<file path="src/rtl/adder_series_bcd.sv">
// Series accumulator (sum i, i^2, 2i-1 or 2i for i = 1..n) with sequential double-dabble
// BCD conversion and active-low seven-segment output. Optional macro: LEADING_ZERO_BLANK_EN.
module adder_series_bcd #(
    parameter int N_W    = 6,
    parameter int DIGITS = 4,
    parameter int FREQ   = 50_000_000
) (
    input  logic                  clk,
    input  logic                  rst_a_p,
    input  logic                  enable,
    input  logic [1:0]            mode,
    input  logic [N_W-1:0]        count,
    output logic [7*DIGITS-1:0]   seg,
    output logic                  busy,
    output logic                  done,
    output logic                  overflow
);

    localparam int SUM_W  = 3 * N_W;
    localparam int TICK_W = (FREQ > 1) ? $clog2(FREQ) : 1;
    localparam int CNT_W  = $clog2(SUM_W + 1);
    localparam int BCD_W  = 4 * DIGITS;

    function automatic logic [63:0] pow10_m1(input int d);
        logic [63:0] p;
        p = 64'd1;
        for (int k = 0; k < d; k++) begin
            p = p * 64'd10;
        end
        return p - 64'd1;
    endfunction

    localparam logic [63:0]          MAX_VAL  = pow10_m1(DIGITS);
    localparam logic [BCD_W-1:0]     NINES    = {DIGITS{4'h9}};
    localparam logic [7*DIGITS-1:0]  ZERO_SEG = {DIGITS{7'b1000000}};

    typedef enum logic [2:0] {
        S_IDLE    = 3'd0,
        S_LOAD    = 3'd1,
        S_ACCUM   = 3'd2,
        S_CONVERT = 3'd3,
        S_SHOW    = 3'd4
    } state_t;

    function automatic logic [6:0] seg7_f(input logic [3:0] d);
        logic [6:0] on;
        case (d)
            4'd0:    on = 7'h3F;
            4'd1:    on = 7'h06;
            4'd2:    on = 7'h5B;
            4'd3:    on = 7'h4F;
            4'd4:    on = 7'h66;
            4'd5:    on = 7'h6D;
            4'd6:    on = 7'h7D;
            4'd7:    on = 7'h07;
            4'd8:    on = 7'h7F;
            4'd9:    on = 7'h6F;
            default: on = 7'h00;
        endcase
        return ~on;
    endfunction

    function automatic logic [7*DIGITS-1:0] disp_f(input logic [BCD_W-1:0] b);
        logic [7*DIGITS-1:0] r;
`ifdef LEADING_ZERO_BLANK_EN
        logic lead;
        lead = 1'b1;
`endif
        r = '0;
        for (int k = DIGITS - 1; k >= 0; k--) begin
`ifdef LEADING_ZERO_BLANK_EN
            if (lead && (b[4*k +: 4] == 4'd0) && (k != 0)) begin
                r[7*k +: 7] = 7'h7F;
            end else begin
                lead        = 1'b0;
                r[7*k +: 7] = seg7_f(b[4*k +: 4]);
            end
`else
            r[7*k +: 7] = seg7_f(b[4*k +: 4]);
`endif
        end
        return r;
    endfunction

    function automatic logic [BCD_W-1:0] dd_adjust(input logic [BCD_W-1:0] b);
        logic [BCD_W-1:0] r;
        r = b;
        for (int k = 0; k < DIGITS; k++) begin
            if (b[4*k +: 4] >= 4'd5) begin
                r[4*k +: 4] = b[4*k +: 4] + 4'd3;
            end else begin
                r[4*k +: 4] = b[4*k +: 4];
            end
        end
        return r;
    endfunction

    state_t                 state_q;
    logic [N_W-1:0]         n_q;
    logic [1:0]             mode_q;
    logic [SUM_W-1:0]       sum_q;
    logic [N_W-1:0]         i_q;
    logic [TICK_W-1:0]      tick_q;
    logic [BCD_W-1:0]       bcd_q;
    logic [CNT_W-1:0]       conv_q;
    logic                   overflow_q;
    logic                   busy_q;
    logic                   done_q;
    logic [7*DIGITS-1:0]    seg_q;

    logic [SUM_W-1:0]       i_ext_s;
    logic [SUM_W-1:0]       term_s;
    logic                   step_s;
    logic                   ovf_s;
    logic [BCD_W-1:0]       bcd_shift_s;

    // Series term, step strobe, range check and next double-dabble value
    always_comb begin
        i_ext_s = SUM_W'(i_q);
        case (mode_q)
            2'b00:   term_s = i_ext_s;
            2'b01:   term_s = i_ext_s * i_ext_s;
            2'b10:   term_s = (i_ext_s << 1) - SUM_W'(1'b1);
            2'b11:   term_s = i_ext_s << 1;
            default: term_s = i_ext_s;
        endcase
        step_s      = (tick_q == TICK_W'(FREQ - 1));
        ovf_s       = (64'(sum_q) > MAX_VAL);
        bcd_shift_s = {dd_adjust(bcd_q), sum_q[SUM_W-1]};
    end

    // Control FSM, accumulator, converter and registered outputs
    always_ff @(posedge clk or posedge rst_a_p) begin
        if (rst_a_p) begin
            state_q    <= S_IDLE;
            n_q        <= '0;
            mode_q     <= 2'b00;
            sum_q      <= '0;
            i_q        <= '0;
            tick_q     <= '0;
            bcd_q      <= '0;
            conv_q     <= '0;
            overflow_q <= 1'b0;
            busy_q     <= 1'b0;
            done_q     <= 1'b0;
            seg_q      <= ZERO_SEG;
        end else begin
            case (state_q)
                S_IDLE: begin
                    if (enable) begin
                        state_q <= S_LOAD;
                        busy_q  <= 1'b1;
                    end else begin
                        state_q <= S_IDLE;
                    end
                end
                S_LOAD: begin
                    n_q    <= count;
                    mode_q <= mode;
                    sum_q  <= '0;
                    i_q    <= N_W'(1'b1);
                    tick_q <= '0;
                    bcd_q  <= '0;
                    conv_q <= '0;
                    if (count == '0) begin
                        state_q <= S_CONVERT;
                    end else begin
                        state_q <= S_ACCUM;
                    end
                end
                S_ACCUM: begin
                    if (step_s) begin
                        tick_q <= '0;
                        sum_q  <= sum_q + term_s;
                        if (i_q == n_q) begin
                            state_q <= S_CONVERT;
                        end else begin
                            i_q <= i_q + N_W'(1'b1);
                        end
                    end else begin
                        tick_q <= tick_q + TICK_W'(1'b1);
                    end
                end
                S_CONVERT: begin
                    // The range check must see the intact sum, i.e. before the first shift
                    if ((conv_q == '0) && ovf_s) begin
                        bcd_q      <= NINES;
                        seg_q      <= disp_f(NINES);
                        overflow_q <= 1'b1;
                        state_q    <= S_SHOW;
                        busy_q     <= 1'b0;
                        done_q     <= 1'b1;
                    end else begin
                        sum_q  <= sum_q << 1;
                        bcd_q  <= bcd_shift_s;
                        conv_q <= conv_q + CNT_W'(1'b1);
                        if (conv_q == CNT_W'(SUM_W - 1)) begin
                            seg_q      <= disp_f(bcd_shift_s);
                            overflow_q <= 1'b0;
                            state_q    <= S_SHOW;
                            busy_q     <= 1'b0;
                            done_q     <= 1'b1;
                        end else begin
                            state_q <= S_CONVERT;
                        end
                    end
                end
                S_SHOW: begin
                    if (!enable) begin
                        state_q <= S_IDLE;
                        done_q  <= 1'b0;
                    end else begin
                        state_q <= S_SHOW;
                    end
                end
                default: begin
                    state_q <= S_IDLE;
                    busy_q  <= 1'b0;
                    done_q  <= 1'b0;
                end
            endcase
        end
    end

    assign seg      = seg_q;
    assign busy     = busy_q;
    assign done     = done_q;
    assign overflow = overflow_q;

endmodule

</file>
<file path="config.mk">
export PLATFORM = sky130hd
export DESIGN_NAME = adder_series_bcd
export DESIGN_NICKNAME = d
export VERILOG_FILES = /design/src/rtl/adder_series_bcd.sv
export SDC_FILE = /design/constraint.sdc
export NUM_CORES = 1
export LEC_CHECK = 0
export ABC_CLOCK_PERIOD_IN_PS = 9050
export CORE_MARGIN = 1
export CORE_UTILIZATION = 30
export CTS_CLUSTER_SIZE = 28
export DETAILED_ROUTE_END_ITERATION = 7
export DONT_BUFFER_PORTS = 1
export PLACE_DENSITY = 0.41
export SLEW_MARGIN = 20
export SYNTH_ARGS = -nofsm -noshare
export SYNTH_HDL_FRONTEND = slang
export SYNTH_SLANG_ARGS = --single-unit
export TNS_END_PERCENT = 100
</file>
<file path="constraint.sdc">
create_clock -name clk -period 9.05 [get_ports clk]
set_input_delay 0.905 -clock clk [delete_from_list [all_inputs] [get_ports clk]]
set_output_delay 0.905 -clock clk [all_outputs]
set_load 0.02 [all_outputs]
</file>
[After elaboration in Yosys (flattened, before gate mapping)]
Memory sizes are Yosys's and may differ from the RTL's.
Index checks and enable logic that the tools add are counted.
Word-level totals
  bits in read-only memories: 448
  memories kept: 4
  logic and storage cells: 120
  bits in registers: 113
Operators by class
  muxes and demuxes: 48
  eq/ne operators: 17
  magnitude comparators: 5
  reduce and logical (&&, ||, !) cells: 18
  add/sub/neg operators: 9
  $mul: 1
  bitwise operators: 6
Memories
  (name not given): words 16, width 7, rd ports 1, clocked after memory_dff 0, write ports 0, line 47  | case (d)
  (name not given): words 16, width 7, rd ports 1, clocked after memory_dff 0, write ports 0, line 47
  (name not given): words 16, width 7, rd ports 1, clocked after memory_dff 0, write ports 0, line 47
  (name not given): words 16, width 7, rd ports 1, clocked after memory_dff 0, write ports 0, line 47
Operator list (count)
  $mux W7: 12
  $pmux W18 S4: 1
  $mux W28: 2
  $pmux W18 S3: 1
  $pmux W26 S2: 1
  $mux W18: 2
  $pmux W16 S2: 1
  $not A7 Y7: 4
  $add A26 B1 Y26 const B: 1
  $eq A26 B26 Y1 const B: 1
  $mux W26: 1
  $add A18 B18 Y18: 1
  $gt A18 B14 Y1 const B: 1
  $mux W3: 6
  $ge A4 B3 Y1 const B: 4
  $mux W16: 1
  $pmux W3 S5: 1
  $add A4 B2 Y4 const B: 3
  $mul A6 B6 Y12: 1
  $mux W4: 3
  $mux W6: 2
  $ne A2 B2 Y1 const B: 6
  $pmux W6 S2: 1
  $reduce_and A3 Y1: 4
  26 further kinds: 43

[Depth between registers and ports, before layout]
Gate-level depths: netlist of the first run.
An unclocked memory read counts as a cell.
  depth in word-level cells: 9
  mapped depth: 26
  depth with buffers taken out: 25

[Worst setup path before layout of the first run]
No wires, ideal clock.
  path kind: register to register
  start: register i_q[4]
  end: register sum_q[14]
  data required time: 8.984 ns
  stages on the path, launching flop included: 24
  slack: 3.521 ns
  data arrival time: 5.463 ns
  buffers on the path: 1
  setup time: 0.066 ns
  period minus slack after synthesis: 5.529 ns
  cells stage by stage: dfrtp_1 > clkbuf_1 > and2_1 > fa_1 > inv_1 > fa_1 > inv_1 > fa_1 > ha_1 > a31oi_1 > o21bai_1 > a21o_1 > a21o_1 > a21oi_1 > xor2_1 > o21ai_0 > ha_1 > nand4_1 > inv_1 > o211a_1 > o41a_1 > or4b_1 > a31oi_1 > a221o_1
On the way
  cells in the longest elaborated chain, start to end: 5
RTL lines
  from (decl): line 102  | logic [N_W-1:0] i_q;
  from (signal assigned): line 161  | i_q <= N_W'(1'b1);
  from (signal assigned): line 178  | i_q <= i_q + N_W'(1'b1);
  $mul A6 B6 Y12 / $sub A7 B1 Y8 (equally long branches): line 122, 123
  $pmux W18 S4 (*): line 120  | case (mode_q)
  $add A18 B18 Y18 (*): line 174  | sum_q <= sum_q + term_s;
  $mux W18 (*): line 172  | if (step_s) begin
  $pmux W18 S3 (*): line 148  | case (state_q)
  to (signal assigned): line 174
  to (signal assigned): line 194  | sum_q <= sum_q << 1;
  to (decl): line 101  | logic [SUM_W-1:0] sum_q;
Mark *: on every way between the ends. The rest lies on a longest branch, timed or not. The select of a mux whose other input is x is not followed.
A chain may end at the register's enable or synchronous reset.

[Worst setup path in the final report of the first run]
  start: register i_q[3]
  end: register sum_q[14]
The elaborated chain is that of the path after synthesis.

==> results of run 1 <==
[flip-flops by register name, summed over array words and instances (netlist names), 2 cells and up]
register	count
sum_q	18
i_q	6
conv_q	5
seg	28
n_q	6
state_q	3
bcd_q	16
mode_q	2
tick_q	26
[power by group]
| part | internal, uW | switching [uW] |
|---|---|---|
| logic | 314 | 501 |
| clock network | 388 | 275 |
| registers | 606 | 169 |
| total | 1310 | 945 |
[final cells by class]
class	count	area share, %
multi-input cells	716	53.4
well taps	330	4.74
clock buffers	18	5.04
flip-flops and latches	113	32.5
inverters	55	2.40
repair buffers	5	0.431
clock inverters	14	1.51
[through the flow]
stage	utilization, %	worst slack (ps)	total power (uW)
6_report	34.3	3190	2250
5_1_grt	34.3	2720	2440
4_1_cts	34.3	3160	2290
3_5_place_dp	32.0	3190	1610
3_3_place_gp	32.0	3260	1620
2_1_floorplan	-	3520	1390
[metal layers]
| metal | track usage (%) | up-vias | part of all wire, % |
|---|---|---|---|
| li1 | - | 3211 | - |
| met1 | 20.2 | 3011 | 50 |
| met2 | 24.5 | 80 | 46 |
| met3 | 3.48 | 19 | 3.6 |
| met4 | 4.25 | 0 | 1.2 |
| met5 | 0 | - | 0 |
[cells in the mapped netlist (14+ instances only)]
master / instances / area share, %
nand3_1: 14 / 0.90
a31oi_1: 15 / 1.2
o21ai_0: 129 / 8.2
a21o_1: 19 / 1.8
a21oi_1: 54 / 3.5
clkbuf_1: 33 / 1.6
ha_1: 66 / 11
inv_1: 54 / 2.6
nand4_1: 16 / 1.3
nor2_1: 77 / 3.7
dfrtp_1: 109 / 35
nand2_1: 120 / 5.8
xnor2_1: 29 / 3.2
[kinds of logic (layout without fill, tap and decap cells)]
| kind of cell | after synthesis | count (layout) | synth area share [%] |
|---|---|---|---|
| and+or+nand+nor | 303 | 303 | 18.0 |
| adders and majority gates | 75 | 75 | 12.8 |
| buffers and inverters | 93 | 92 | 4.52 |
| muxes | 16 | 16 | 2.38 |
| xor gates and xnor gates | 38 | 38 | 4.25 |
| AOI/OAI and AO/OA | 284 | 284 | 21.8 |
| DFF | 113 | 113 | 36.2 |
[critical path, cell delays in order (launching register included)]
cell,delay [ps]
dfrtp_1,510
inv_1,220
nor2_1,90
fa_1,490
inv_1,70
fa_1,530
inv_1,50
fa_1,470
ha_1,340
a31oi_1,270
o21bai_1,100
a21o_1,210
a21o_1,180
a21oi_1,160
xor2_1,150
o21ai_0,100
ha_1,360
nand4_1,130
inv_1,50
o211a_1,140
o41a_1,440
or4b_1,480
a31oi_1,140
a221o_1,130
[worst max-delay path by stage]
stage	start	endpoint	slack [ps]	cells after the start
6_report	i_q[3]	sum_q[14]	3190	23
5_1_grt	i_q[3]	sum_q[14]	2720	23
4_1_cts	i_q[3]	sum_q[14]	3160	23
3_5_place_dp	i_q[3]	sum_q[14]	3190	23
3_3_place_gp	i_q[3]	sum_q[14]	3260	23
2_1_floorplan	i_q[4]	sum_q[14]	3520	23
==> metrics.txt, run 1 <==
Avg Inst Size Synth 8.49 sq um; Max Freq 0.171 GHz; hold crit path type input port to async pin; max-slew violations 0; clock latency on the worst-skew pair 430 ps; total grt overflow 0; asr flop ratio synth 100%; CTS resizes 0; Die W 164 um; worst-case reg-to-reg path depth 23; Num Clock Sinks 113; Multi-input gate area 4650 sq um; maximum vdd ir drop 0.113 mV; Leak 0.00395 uW; Post-DP HPWL 13,500 um; RePlAce Congestion 0.761; register area 2830 sq um; vias per inst 5.05; drt pass-1 iters 4; Synth Instances 922; Core Region 25,400 sq um; ANT nets after route 0; # IOs 42; GRT Util Overall 15.2%; global-route wire length before repair 32,300 um; post-synth cell types 62; Reg2Reg Setup Slack 3190 ps; CP Launch Type flip-flop; status completed; Reg-to-Reg Start i_q[3]; nets 994; commonest non-fill, non-tap cells in the layout o21ai_0 (129), nand2_1 (120), dfrtp_1 (109); DRT Wirelength 19,300 um; number of enable flip-flop cells after synthesis 0; Worst Path Required 9400 ps; clock input transition at the sequential cells of the worst setup and hold paths 70 ps; Hold Slack 412 ps; post-route design area 8710 sq um; CTS Buf Count 17; RR Endpoint sum_q[14]; FF+latch count, synth 113; Worst Path Arrival 6210 ps; Hold Fails Final Rpt 0; # DRC 0; Initial Util 30.8%; # rows 58; IO Port Bufs 0; largest net degree at the start of global routing 71; yosys warns 0; clock skew 18.0 ps; sequential share of the synthesized area 36.2%; RSZ-0062 raised after global routing no; ANT cells 0; non-filler cells, final 1,251; WL/cell 15.4 um; Setup crit end kind flip-flop; MaxCap Viol Count 0; Clock Path Buffers 2; share of cells above drive strength 1 6.84%; min cycle time layout 5860 ps; CTS tree done; Initial DRC Count 270; die height 164 um; vias in the first global route 6,189; final setup fails 0; CP Max Fanout 11; measured slew at the worst slew-check pin 1060 ps; Layout area overhead 11.3%; initial antenna violation count 0; setup TNS after final layout 0 ps; commonest non-fill, non-tap cell in the layout o21ai_0; postcts setup bufs 0; H-Tree Depth 4; ys flop type dfrtp_1; Crit Path Category flip-flop to flip-flop; Hold Buf Count CTS 0; Syn Nets 1,008; # placed instances 1,219; Vias 6,321; Rel. slew slack 29.1%; # fillers 2,633; Post-DP Area 8140 sq um; Period Utilization, post-route 64.7%; Die Area 26,700 sq um; Power Density 259 nW/um^2; mapped cell area 7830 sq um; clock root buffer master clkbuf_16
(Power assumes the default switching activity.)
==> run 2: changes to the inputs <==
--- a/config.mk
+++ b/config.mk
@@ -5,13 +5,13 @@
 export SDC_FILE = /design/constraint.sdc
 export NUM_CORES = 1
 export LEC_CHECK = 0
-export ABC_CLOCK_PERIOD_IN_PS = 9050
+export ABC_CLOCK_PERIOD_IN_PS = 5150
 export CORE_MARGIN = 1
 export CORE_UTILIZATION = 30
 export CTS_CLUSTER_SIZE = 28
 export DETAILED_ROUTE_END_ITERATION = 7
 export DONT_BUFFER_PORTS = 1
-export PLACE_DENSITY = 0.41
+export PLACE_DENSITY = 0.42
 export SLEW_MARGIN = 20
 export SYNTH_ARGS = -nofsm -noshare
 export SYNTH_HDL_FRONTEND = slang
==> constraint.sdc (replaced) <==
create_clock -name clk -period 5.15 [get_ports clk]
set_input_delay 0.515 -clock clk [delete_from_list [all_inputs] [get_ports clk]]
set_output_delay 0.515 -clock clk [all_outputs]
set_load 0.02 [all_outputs]
==> run 2 against run 1 <==
Effect of this change:
- the flow now finishes with violations (setup timing)
- register-to-register slack worse by 3200 ps
- clock power grew 69%
- critical path type unchanged
- largest cell class unchanged
- non-clock buffer count up 34
- first-iteration DRC count rose by 36%
- highest routed layer unchanged
==> metrics.txt, run 2 (synthesis results as in run 1) <==
nets 1,028; setup ws final -53.3 ps; CP Max Fanout 5; max reg flops 28; hold crit path type input port to async pin; max-slew violations 0; # rows 58; vias in the first global route 6,445; Leak 0.00411 uW; CTS tree done; Clock Path Buffers 2; IO Port Bufs 0; share of cells above drive strength 1 10.6%; min cycle time layout 5200 ps; ANT nets after route 0; Initial DRC Count 367; clock skew 8.18 ps; Pwr Total 3950 uW; # IOs 42; Num Clock Sinks 113; clock input transition at the sequential cells of the worst setup and hold paths 60 ps; Rel. slew slack 33.0%; Hold Slack 91.3 ps; register area 2830 sq um; drt pass-1 iters 5; clock root buffer master clkbuf_16; DRT Wirelength 19,500 um; Period Utilization, post-route 101%; status finished, violations left; commonest non-fill, non-tap cells in the layout o21ai_0 (126), nand2_1 (120), dfrtp_1 (109); GRT Util Overall 15.5%; Layout area overhead 14.8%; RR Endpoint sum_q[14]; initial antenna violation count 0; Final Core Density 35.4%; Max Freq 0.192 GHz; Core Region 25,400 sq um; clock latency on the worst-skew pair 420 ps; Reg-to-Reg Start i_q[4]; Reg2Reg Setup Slack -50 ps; commonest non-fill, non-tap cell in the layout o21ai_0; RePlAce Congestion 0.765; largest net degree at the start of global routing 79; final setup fails 2; global-route wire length before repair 33,200 um; Worst Path Required 5510 ps; Power Density 440 nW/um^2; Crit Path Category flip-flop to flip-flop; Initial Util 30.8%; # fillers 2,655; CP Launch Type flip-flop; # DRC 0; Setup crit end kind flip-flop; Multi-input gate area 4690 sq um; ANT cells 0; Worst Path Arrival 5560 ps; RSZ-0062 raised after global routing yes; Post-DP HPWL 13,800 um; CTS Buf Count 17; H-Tree Depth 4; Die Area 26,700 sq um; total grt overflow 0; worst-case reg-to-reg path depth 22; Hold Fails Final Rpt 0; maximum vdd ir drop 0.173 mV; WL/cell 15.2 um; violated checks setup timing; Vias 6,435; measured slew at the worst slew-check pin 1000 ps; Die W 164 um; MaxCap Viol Count 0; vias per inst 5.01; die height 164 um
## run 2: changes by cell type in the layout (fill, tap and decap cells not counted), sizes merged
cell    change
buf        +34
inv         -3
clkinv      +2
clkbuf      +1
## run 2: how the worst max path moves through the flow
stage / endpoint / slack, ps / cells past startpoint / from
floorplan: sum_q[14] / -150 / 23 / i_q[4]
global placement: sum_q[14] / -80 / 22 / i_q[1]
detailed placement: sum_q[14] / -80 / 22 / i_q[1]
CTS: sum_q[14] / -70 / 22 / i_q[4]
global route: sum_q[14] / -360 / 22 / i_q[4]
finish: sum_q[14] / -50 / 22 / i_q[4]
## run 2: worst max-delay path, stage by stage, from the launching register on
cell and delay [ps]:
dfrtp_1 370, and2_4 160, fa_1 540, inv_2 50, fa_1 520, inv_1 50
fa_1 510, ha_4 220, a31oi_4 130, o21bai_1 80, a21o_1 170, a21o_1 180
a21oi_2 130, xor2_1 150, o21ai_1 80, ha_1 370, nand4_1 130, inv_1 50
o211a_1 120, o41a_1 390, or4b_1 470, a31oi_1 140, a221o_1 130
## run 2: final cells by class
class | instances | share of cell area [%]
clock buffers | 19 | 4.82
clock inverters | 13 | 1.28
inverters | 55 | 2.35
multi-input cells | 716 | 52.2
flip-flops and latches | 113 | 31.5
well taps | 330 | 4.60
repair buffers | 39 | 3.26
## run 2: metrics by stage
stage          std cells  area [sq um]  worst slack [ps]  setup TNS (ps)
6_report            1285          8980             -53.3            -101
5_1_grt             1285          8980              -360           -1400
4_1_cts             1284          8970             -71.8            -136
3_5_place_dp        1252          8420             -84.1            -230
3_3_place_gp        1252          8420             -75.1            -161
2_1_floorplan        922          7890              -147            -217
## run 2: report_power, final
| part | internal (uW) | switching [uW] | total, uW |
|---|---|---|---|
| registers | 1070 | 265 | 1330 |
| logic | 591 | 914 | 1510 |
| clock network | 662 | 454 | 1120 |
## run 2: layer usage
metal	global-route usage [%]	wire, um	vias up
li1	-	-	3306
met1	20.4	9660	3027
met2	25.6	8870	91
met3	3.25	802	11
met4	4.04	159	0
met5	0	0	-
## run 2: what timing repair did
action                                  CTS  global route
resized for setup                         1             2
buffers inserted                          0             1
endpoints found under the setup margin    4             6
hold buffers                              0             0
pin swaps                                 4             7
